$ cat src/rtl/connect4_pkg.sv
// Shared definitions for the Connect-4 board datapath.
//   cell_t  : 2-bit cell / player code (EMPTY, P1, P2); code 2'b11 is never produced.
//   state_t : drop-controller FSM states.
//   COLS, ROWS, CELLS : board geometry.
//   other_player() : returns the opponent of a player code.
package connect4_pkg;

  localparam int COLS  = 7;
  localparam int ROWS  = 6;
  localparam int CELLS = COLS * ROWS;

  typedef enum logic [1:0] {
    EMPTY = 2'b00,
    P1    = 2'b01,
    P2    = 2'b10
  } cell_t;

  typedef enum logic [1:0] {
    IDLE  = 2'b00,
    PLACE = 2'b01,
    CHECK = 2'b10,
    OVER  = 2'b11
  } state_t;

  function automatic cell_t other_player(input cell_t p);
    return (p == P1) ? P2 : P1;
  endfunction

endpackage

$ cat src/rtl/column_stack.sv
// One board column: six cells stacked bottom-up plus a fill-height counter.
//   clk, rst_n : clock, asynchronous active-low reset
//   push       : place 'piece' on top of the stack (ignored when full)
//   piece      : player code to write
//   clear      : synchronous empty-the-column request (wins over push)
//   cells      : 12-bit column image, row r at bits [2r+1:2r], r=0 is the bottom
//   full       : high once six pieces are stacked
module column_stack
  import connect4_pkg::*;
(
  input  logic                clk,
  input  logic                rst_n,
  input  logic                push,
  input  logic [1:0]          piece,
  input  logic                clear,
  output logic [2*ROWS-1:0]   cells,
  output logic                full
);

  cell_t      cells_q [ROWS];
  cell_t      cells_d [ROWS];
  logic [2:0] height_q, height_d;

  assign full = (height_q == 3'(ROWS));

  always_comb begin
    cells_d  = cells_q;
    height_d = height_q;
    if (clear) begin
      for (int r = 0; r < ROWS; r++) cells_d[r] = EMPTY;
      height_d = '0;
    end else if (push && !full) begin
      // The write lands in the first empty row, which is exactly the current height.
      for (int r = 0; r < ROWS; r++) begin
        if (height_q == 3'(r)) cells_d[r] = cell_t'(piece);
      end
      height_d = height_q + 3'd1;
    end
  end

  // NOTE: this cell array is reset on purpose: it is visible on the board output and
  // must read empty immediately after reset, so it cannot be left as uninitialised RAM.
  always_ff @(posedge clk or negedge rst_n) begin
    if (!rst_n) begin
      for (int r = 0; r < ROWS; r++) cells_q[r] <= EMPTY;
      height_q <= '0;
    end else begin
      cells_q  <= cells_d;
      height_q <= height_d;
    end
  end

  always_comb begin
    cells = '0;
    for (int r = 0; r < ROWS; r++) cells[2*r +: 2] = cells_q[r];
  end

endmodule

$ cat src/rtl/board_drop_controller.sv
// Connect-4 move controller: accepts column drops, stacks pieces, consults an
// external victory validator and tracks turn, move count and game result.
//   clk, rst_n  : clock, asynchronous active-low reset
//   clear       : synchronous new-game request (highest priority)
//   drop_valid, drop_col, drop_ready : drop request handshake, columns 0..6
//   win_in      : validator verdict on the registered board, sampled in CHECK
//   board       : 84-bit board, cell (c,r) at bits [2*(6c+r)+1 : 2*(6c+r)]
//   cur_player  : player to move (01/10)
//   drop_done   : one-cycle pulse when a legal move finishes
//   drop_err    : one-cycle pulse when a request is rejected
//   move_count  : pieces placed, 0..42
//   game_over, winner : sticky result (winner 00 on a draw)
module board_drop_controller
  import connect4_pkg::*;
(
  input  logic        clk,
  input  logic        rst_n,
  input  logic        clear,
  input  logic        drop_valid,
  input  logic [2:0]  drop_col,
  output logic        drop_ready,
  input  logic        win_in,
  output logic [83:0] board,
  output logic [1:0]  cur_player,
  output logic        drop_done,
  output logic        drop_err,
  output logic [5:0]  move_count,
  output logic        game_over,
  output logic [1:0]  winner
);

  state_t     state_q, state_d;
  logic [2:0] col_q, col_d;
  cell_t      cur_player_q, cur_player_d;
  logic [5:0] move_count_q, move_count_d;
  logic       game_over_q, game_over_d;
  cell_t      winner_q, winner_d;
  logic       drop_done_q, drop_done_d;
  logic       drop_err_q, drop_err_d;

  // Bit 7 stands for the illegal column index 7, so one lookup rejects both
  // an out-of-range column and a full one.
  logic [7:0] col_full;
  logic [6:0] col_push;

  assign col_full[7] = 1'b1;

  always_comb begin
    col_push = '0;
    for (int c = 0; c < COLS; c++) begin
      col_push[c] = (state_q == PLACE) && !clear && (col_q == 3'(c));
    end
  end

  for (genvar c = 0; c < COLS; c++) begin : g_col
    column_stack u_col (
      .clk   (clk),
      .rst_n (rst_n),
      .push  (col_push[c]),
      .piece (cur_player_q),
      .clear (clear),
      .cells (board[12*c +: 12]),
      .full  (col_full[c])
    );
  end

  // NOTE: every _d signal gets a default before the branches so no path leaves it
  // unassigned; an unassigned path would infer a latch.
  always_comb begin
    state_d      = state_q;
    col_d        = col_q;
    cur_player_d = cur_player_q;
    move_count_d = move_count_q;
    game_over_d  = game_over_q;
    winner_d     = winner_q;
    drop_done_d  = 1'b0;
    drop_err_d   = 1'b0;
    if (clear) begin
      state_d      = IDLE;
      col_d        = '0;
      cur_player_d = P1;
      move_count_d = '0;
      game_over_d  = 1'b0;
      winner_d     = EMPTY;
    end else begin
      unique case (state_q)
        IDLE: begin
          if (drop_valid) begin
            if (col_full[drop_col]) begin
              drop_err_d = 1'b1;
            end else begin
              col_d   = drop_col;
              state_d = PLACE;
            end
          end
        end
        PLACE: begin
          if (move_count_q != 6'(CELLS)) move_count_d = move_count_q + 6'd1;
          state_d = CHECK;
        end
        CHECK: begin
          drop_done_d = 1'b1;
          if (win_in) begin
            winner_d    = cur_player_q;
            game_over_d = 1'b1;
            state_d     = OVER;
          end else if (move_count_q == 6'(CELLS)) begin
            winner_d    = EMPTY;
            game_over_d = 1'b1;
            state_d     = OVER;
          end else begin
            cur_player_d = other_player(cur_player_q);
            state_d      = IDLE;
          end
        end
        OVER: ;
        default: state_d = IDLE;
      endcase
    end
  end

  // NOTE: state is updated only with non-blocking assignments here, so every flop
  // samples the pre-edge values computed above regardless of statement order.
  always_ff @(posedge clk or negedge rst_n) begin
    if (!rst_n) begin
      state_q      <= IDLE;
      col_q        <= '0;
      cur_player_q <= P1;
      move_count_q <= '0;
      game_over_q  <= 1'b0;
      winner_q     <= EMPTY;
      drop_done_q  <= 1'b0;
      drop_err_q   <= 1'b0;
    end else begin
      state_q      <= state_d;
      col_q        <= col_d;
      cur_player_q <= cur_player_d;
      move_count_q <= move_count_d;
      game_over_q  <= game_over_d;
      winner_q     <= winner_d;
      drop_done_q  <= drop_done_d;
      drop_err_q   <= drop_err_d;
    end
  end

  assign drop_ready = (state_q == IDLE);
  assign cur_player = cur_player_q;
  assign move_count = move_count_q;
  assign game_over  = game_over_q;
  assign winner     = winner_q;
  assign drop_done  = drop_done_q;
  assign drop_err   = drop_err_q;

endmodule

$ cat config.mk
export PLATFORM = sky130hd
export DESIGN_NAME = board_drop_controller
export DESIGN_NICKNAME = d
export VERILOG_FILES = /design/src/rtl/connect4_pkg.sv /design/src/rtl/column_stack.sv /design/src/rtl/board_drop_controller.sv
export SDC_FILE = /design/constraint.sdc
export NUM_CORES = 1
export LEC_CHECK = 0
export BUFFER_PORTS_ARGS = -buffer_cell sky130_fd_sc_hd__buf_2
export CAP_MARGIN = 40
export CORE_ASPECT_RATIO = 0.75
export CORE_MARGIN = 4
export CORE_UTILIZATION = 45
export DETAILED_ROUTE_END_ITERATION = 6
export MAX_ROUTING_LAYER = met4
export PLACE_DENSITY = 0.67
export SYNTH_ARGS = -nofsm -noshare
export SYNTH_HDL_FRONTEND = slang
export SYNTH_SLANG_ARGS = --single-unit
$ cat constraint.sdc
create_clock -name clk -period 3.19 [get_ports clk]
set_input_delay 0.319 -clock clk [delete_from_list [all_inputs] [get_ports clk]]
set_output_delay 0.319 -clock clk [all_outputs]
set_load 0.05 [all_outputs]
-- Word level (Yosys, flattened, before mapping)
Cells that the tools add are included.
- register bits after elaboration: 123
- input port bits: 8
- output and inout bits: 98
- word-level logic and storage cells: 363
- add/sub/neg operators: 8
- $lt $le $gt $ge: 1
- equality and inequality tests: 58
- multiplexer cells: 104
- reduce and logical (&&, ||, !) cells: 135
- operators with widths (operator ; number):
    2-to-1 mux 12 bit ; 14
    2-to-1 mux 2 bit ; 56
    nonzero test 2 bit ; 54
    AND reduction 2 bit ; 44
    equality test 3 bit, second input constant ; 24
    2-to-1 mux 3 bit ; 18
    equality test 3 x 2 -> 1 bit, second input constant ; 16
    equality test 3 x 1 -> 1 bit, second input constant ; 8
    zero test 3 bit ; 8
    adder 3 x 1 -> 3 bit, second input constant ; 7
    2-to-1 mux 6 bit ; 3
    logical AND 1 bit ; 15
    2-to-1 mux 1 bit ; 11
    AND reduction 3 bit ; 3
    zero test 1 bit ; 8
    adder 6 x 1 -> 6 bit, second input constant ; 1
    equality test 6 bit, second input constant ; 1
    inequality test 2 bit, second input constant ; 3
    inequality test 3 bit, second input constant ; 2
    inequality test 6 bit, second input constant ; 1
    one-hot mux 2 bit (3 select lines) ; 1
    equality test 2 x 1 -> 1 bit, second input constant ; 2
    < comparator 3 x 4 -> 1 bit, second input constant ; 1
    nonzero test 4 bit ; 1
    4 further kinds ; 4

-- Depth between registers and ports, before layout
- depth after elaboration: 7
- gate-level depth with buffers: 9
- mapped depth without buffers: 7

-- By module
Synthesis repeated with hierarchy kept, for this count alone.
- cell total of the unflattened synthesis: 570
- area total of the unflattened synthesis: 6257.3 µm²
- by module, submodules not included (module ; times used ; cells an instance ; area each (µm²) ; sequential area each (µm²)):
    column_stack ; 7 ; 66 ; 742.0 ; 375.4
    board_drop_controller ; 1 ; 108 ; 1063.5 ; 451.7

-- Worst setup path after synthesis
OpenSTA, ideal clock, no wires.
- path type: register -> register
- from: register state_q[1]
- to: register g_col[0].u_col.cells_q, in the netlist g_col[0].u_col.cells[10]
- setup time: 0.132 ns
- data arrival time: 2.031 ns
- data required time: 3.058 ns
- path slack: 1.028 ns
- cell stages (with the launch flop): 10
- path buffers: 2
- period minus slack after synthesis: 2.162 ns
- cells stage by stage: dfrtp_1 > inv_1 > ha_1 > buf_4 > or3b_1 > buf_6 > nor4b_4 > nand3_2 > mux2i_1 > nor2_1
- longest elaborated chain between the ends: 6
- ends and longest elaborated chain (element ; line ; source):
    from (decl) ; board_drop_controller.sv:32 ; state_t state_q, state_d;
    from (signal assigned) ; board_drop_controller.sv:135 ; state_q <= state_d;
    equality test 2 x 1 -> 1 bit ; board_drop_controller.sv:51 ; col_push[c] = (state_q == PLACE) && !clear && (col_q == 3'(c));
    logical AND 1 bit (2 in a row) ; board_drop_controller.sv:51 ;
    logical AND 1 bit ; column_stack.sv:32 ; end else if (push && !full) begin
    nonzero test 2 bit (no line) ; - ;
    AND reduction 2 bit (no line) ; - ;
    to (signal assigned) ; column_stack.sv:48 ; cells_q <= cells_d;
    to (decl) ; column_stack.sv:20 ; cell_t cells_q [ROWS];
No other way between the ends.
A chain may end at the register's enable or synchronous reset.

-- Worst setup path in the final report
- from: register state_q[1]
- to: register g_col[1].u_col.cells_q, in the netlist g_col[1].u_col.cells[10]
- longest elaborated chain between the ends: 6
- ends and longest elaborated chain (element ; line):
    equality test 2 x 1 -> 1 bit ; board_drop_controller.sv:51
    logical AND 1 bit (2 in a row) ; board_drop_controller.sv:51
    logical AND 1 bit ; column_stack.sv:32
    nonzero test 2 bit (no line) ; -
    AND reduction 2 bit (no line) ; -
    to (signal assigned) ; column_stack.sv:48
    to (decl) ; column_stack.sv:20
No other way between the ends.

==> impl_metrics.csv <==
group,metric,value,unit
sta,rsz0062_at_grt,"false",
sta,tns,0,ps
hold_path,hold_path.class,"in -> reg",
sta,finalSetupViolCount,0,
grt,grt_max_degree,67,
placement,hpwl,10390,um
sta,final_hold_viol_count,0,
synthesis,synth_edf_count,0,
clock_tree,h-tree-depth,4,
floorplan,die_x,142.3,um
clock_tree,cts_resized,0,
layout,n_antenna_cell,0,
sta,maxSlewHeadroom,40.99,%
clock_tree,cts_buffers,17,
synthesis,yosys-top-cells-area,"dfrtp_1 (50%), ha_1 (8.2%), mux2i_1 (6.6%), nand2_1 (5.7%), nand3_1 (5.5%)",
drt,drt_wl_total,14810,um
grt,antenna_found_initial,0,
worst_setup_path,crit_type,"reg -> reg",
drt,drt-wirelength-per-cell,16.43,um
synthesis,avgSynthCellArea,9.846,sq um
synthesis,ys_seq_elements,123,
power,leakagePower,3.646,nW
placement,io_buffers,105,
synthesis,synth-seq-area-share,50.61,%
synthesis,synthDistinctLibCells,45,
synthesis,yosysTopAreaCell,"dfrtp_1",
layout,final_cell_mix,"dfrtp_1 (122), buf_2 (103), nand2_1 (92)",
sta,drv_slew,0,
floorplan,core,13110,sq um
sta,fin_crit,2664,ps
sta,finalClockSkew,9.017,ps
grt,grt_util_all_layers,20.88,%
drt,drc_errors,0,
clock_tree,numClockSinks,123,
floorplan,ioPinCount,106,
grt,grt-ovfl-total,0,
power,total_power,3.809,mW
worst_setup_path,cp-start-kind,"flip-flop",
grt,grt_pass1_wl,24920,um
worst_setup_path,slowest_delay,680,ps
power,vdd_drop_max,0.0003633,V
sta,tightest_slew,877.8,ps
drt,post_drt_via_cell_ratio,5.341,
clock_tree,path_clk_slew,50,ps
worst_setup_path,crit_buf_inv,1,
drt,drt-initial-drc-count,312,
worst_setup_path,cp_max_fo,10,
worst_setup_path,worst_path_max_delay_cell,"or3b_1",
clock_tree,clk_latency,410,ps
drt,drt-pass1-iter-count,4,
layout,final_util,55.96,%
run,drv_cap,0,
layout,fin_nets,767,
synthesis,synth_area,6085,sq um
floorplan,initial_core_util,46.42,%
clock_tree,cts-root-buf,"clkbuf_16",
synthesis,yosys_warnings,0,
clock_tree,cts_tree,"done",
placement,gp_congestion,0.7825,
synthesis,async_flop_share,100.0,%
sta,fin_crit_sh,83.51,%
synthesis,synth_top_flop_cell,"dfrtp_1",
layout,drive_gt1_share,21.92,%
sta,hold_ws,223.7,ps
layout,final_common_cell,"dfrtp_1",
worst_setup_path,end_kind,"flip-flop",
floorplan,placementRows,36,
floorplan,die_y,108.7,um
drt,ant_nets,0,
placement,numPlacedInstances,870,
power,power_density,519.4,nW/um^2
sta,max_freq,0.3754,GHz
synthesis,synth_top_area_share,50.17,%
worst_setup_path,path_delay_family,"simple AND/OR/NAND/NOR gates",
synthesis,synth_nets,666,
grt,first_global_vias,4945,
synthesis,syn_inst,618,
layout,final_cells,901,
floorplan,fp.dieArea,15460,sq um
clock_tree,cts_hold_buf,1,
layout,fillers,1120,
worst_setup_path,worstPathRequired,3460,ps
worst_setup_path,cp_data_arrival_time,2940,ps
worst_setup_path,cp_cell_sequence,"inv_1 -> ha_1 -> or3b_1 -> a211oi_4 -> nand3_1 -> mux2i_1 -> nor2_1",
clock_tree,post_cts_buffers,0,
clock_tree,cts.path.max_buffers,2,
status,status,"complete, no violations",
drt,vias,4812,
layout,syn_to_final_growth,20.54,%
[power breakdown]
| group | switching [mW] | internal [mW] | total (mW) |
|---|---|---|---|
| Clock | 0.657 | 1.21 | 1.87 |
| Sequential | 0.0363 | 1.59 | 1.62 |
| Combinational | 0.228 | 0.0874 | 0.315 |
| Total | 0.921 | 2.89 | 3.81 |
[cells by family (layout without fill, tap and decap cells)]
logic type	after synthesis	in the layout	share of synthesized area [%]
flip-flops	123	123	50.61
AO/OA/AOI/OAI	82	82	7.876
buffers and inverters	58	170	3.928
multiplexers	43	43	7.320
adder cells (fa/ha/maj)	40	40	8.225
AND/OR/NAND/NOR	262	262	20.61
XOR/XNOR	10	10	1.440
[layout make-up]
cell class | instances | area, sq um | area share (%)
clock buffers | 22 | 484.2 | 6.602
multi-input cells | 437 | 2766 | 37.72
clock inverters | 8 | 92.59 | 1.262
inverters | 26 | 97.59 | 1.331
well taps | 171 | 214.0 | 2.917
repair buffers | 114 | 600.6 | 8.188
flip-flops and latches | 123 | 3079 | 41.98
[per-stage QoR]
step	cell area [sq um]	setup WS, ps
final	7335	525.9
after global routing	7335	289.6
after CTS	7335	549.0
after detailed placement	6748	555.0
after global placement	6748	656.9
after floorplan	6085	1028
[synth_stat cells, types with 2 or more instances]
master and instances:
mux2i_1 40, nand2b_1 6, nor3_2 5, dfrtp_1 122, o21ai_0 4, nor2_1 67, clkbuf_1 27, nor2b_1 3
nand3_2 2, nand4_1 2, nor4_2 2, nor4b_4 2, a211oi_1 5, mux2_2 2, nand4b_1 3, xnor2_1 8
nand2_1 92, a21oi_1 61, buf_2 2, a32oi_1 2, buf_6 2, and2_1 2, a311oi_1 3, inv_1 26
xor2_1 2, ha_1 40, nor3_1 2, nand3_1 67
[flip-flops by register name, summed over array words and instances (netlist names)]
| name | flops |
|---|---|
| cur_player | 2 |
| g_col.u_col.cells | 84 |
| drop_err | 1 |
| winner | 2 |
| state_q | 2 |
| drop_done | 1 |
| col_q | 3 |
| game_over | 1 |
| move_count | 6 |
| g_col.u_col.height_q | 21 |
[layer usage]
| metal | GRT usage, % | routed length (um) |
|---|---|---|
| met1 | 28.34 | 7027 |
| met2 | 30.74 | 6653 |
| met3 | 6.181 | 941 |
| met4 | 5.685 | 182 |
| met5 | - | 0 |
[worst min-delay path, delay by kind of cell]
| kind | cells | cell delay, ps |
|---|---|---|
| AND/OR/NAND/NOR | 1 | 80 |
| AO/OA/AOI/OAI | 1 | 90 |
| buffers and inverters | 1 | 110 |
[path summary, 6_finish.rpt]
path | from | to | slack [ps] | depth (start not counted)
setup / recovery | state_q[1] | g_col[1].u_col.cells[10] | 530 | 7
hold / removal | win_in | winner[0] | 220 | 3
setup reg to reg | state_q[1] | g_col[1].u_col.cells[10] | 530 | 7
hold reg to reg | winner[0] | winner[0] | 510 | 2
max in group asynchronous | rst_n | g_col[5].u_col.cells[1] | 1860 | 3
min in group asynchronous | rst_n | state_q[0] | 520 | 2
Power figures use the tool's default switching activity.
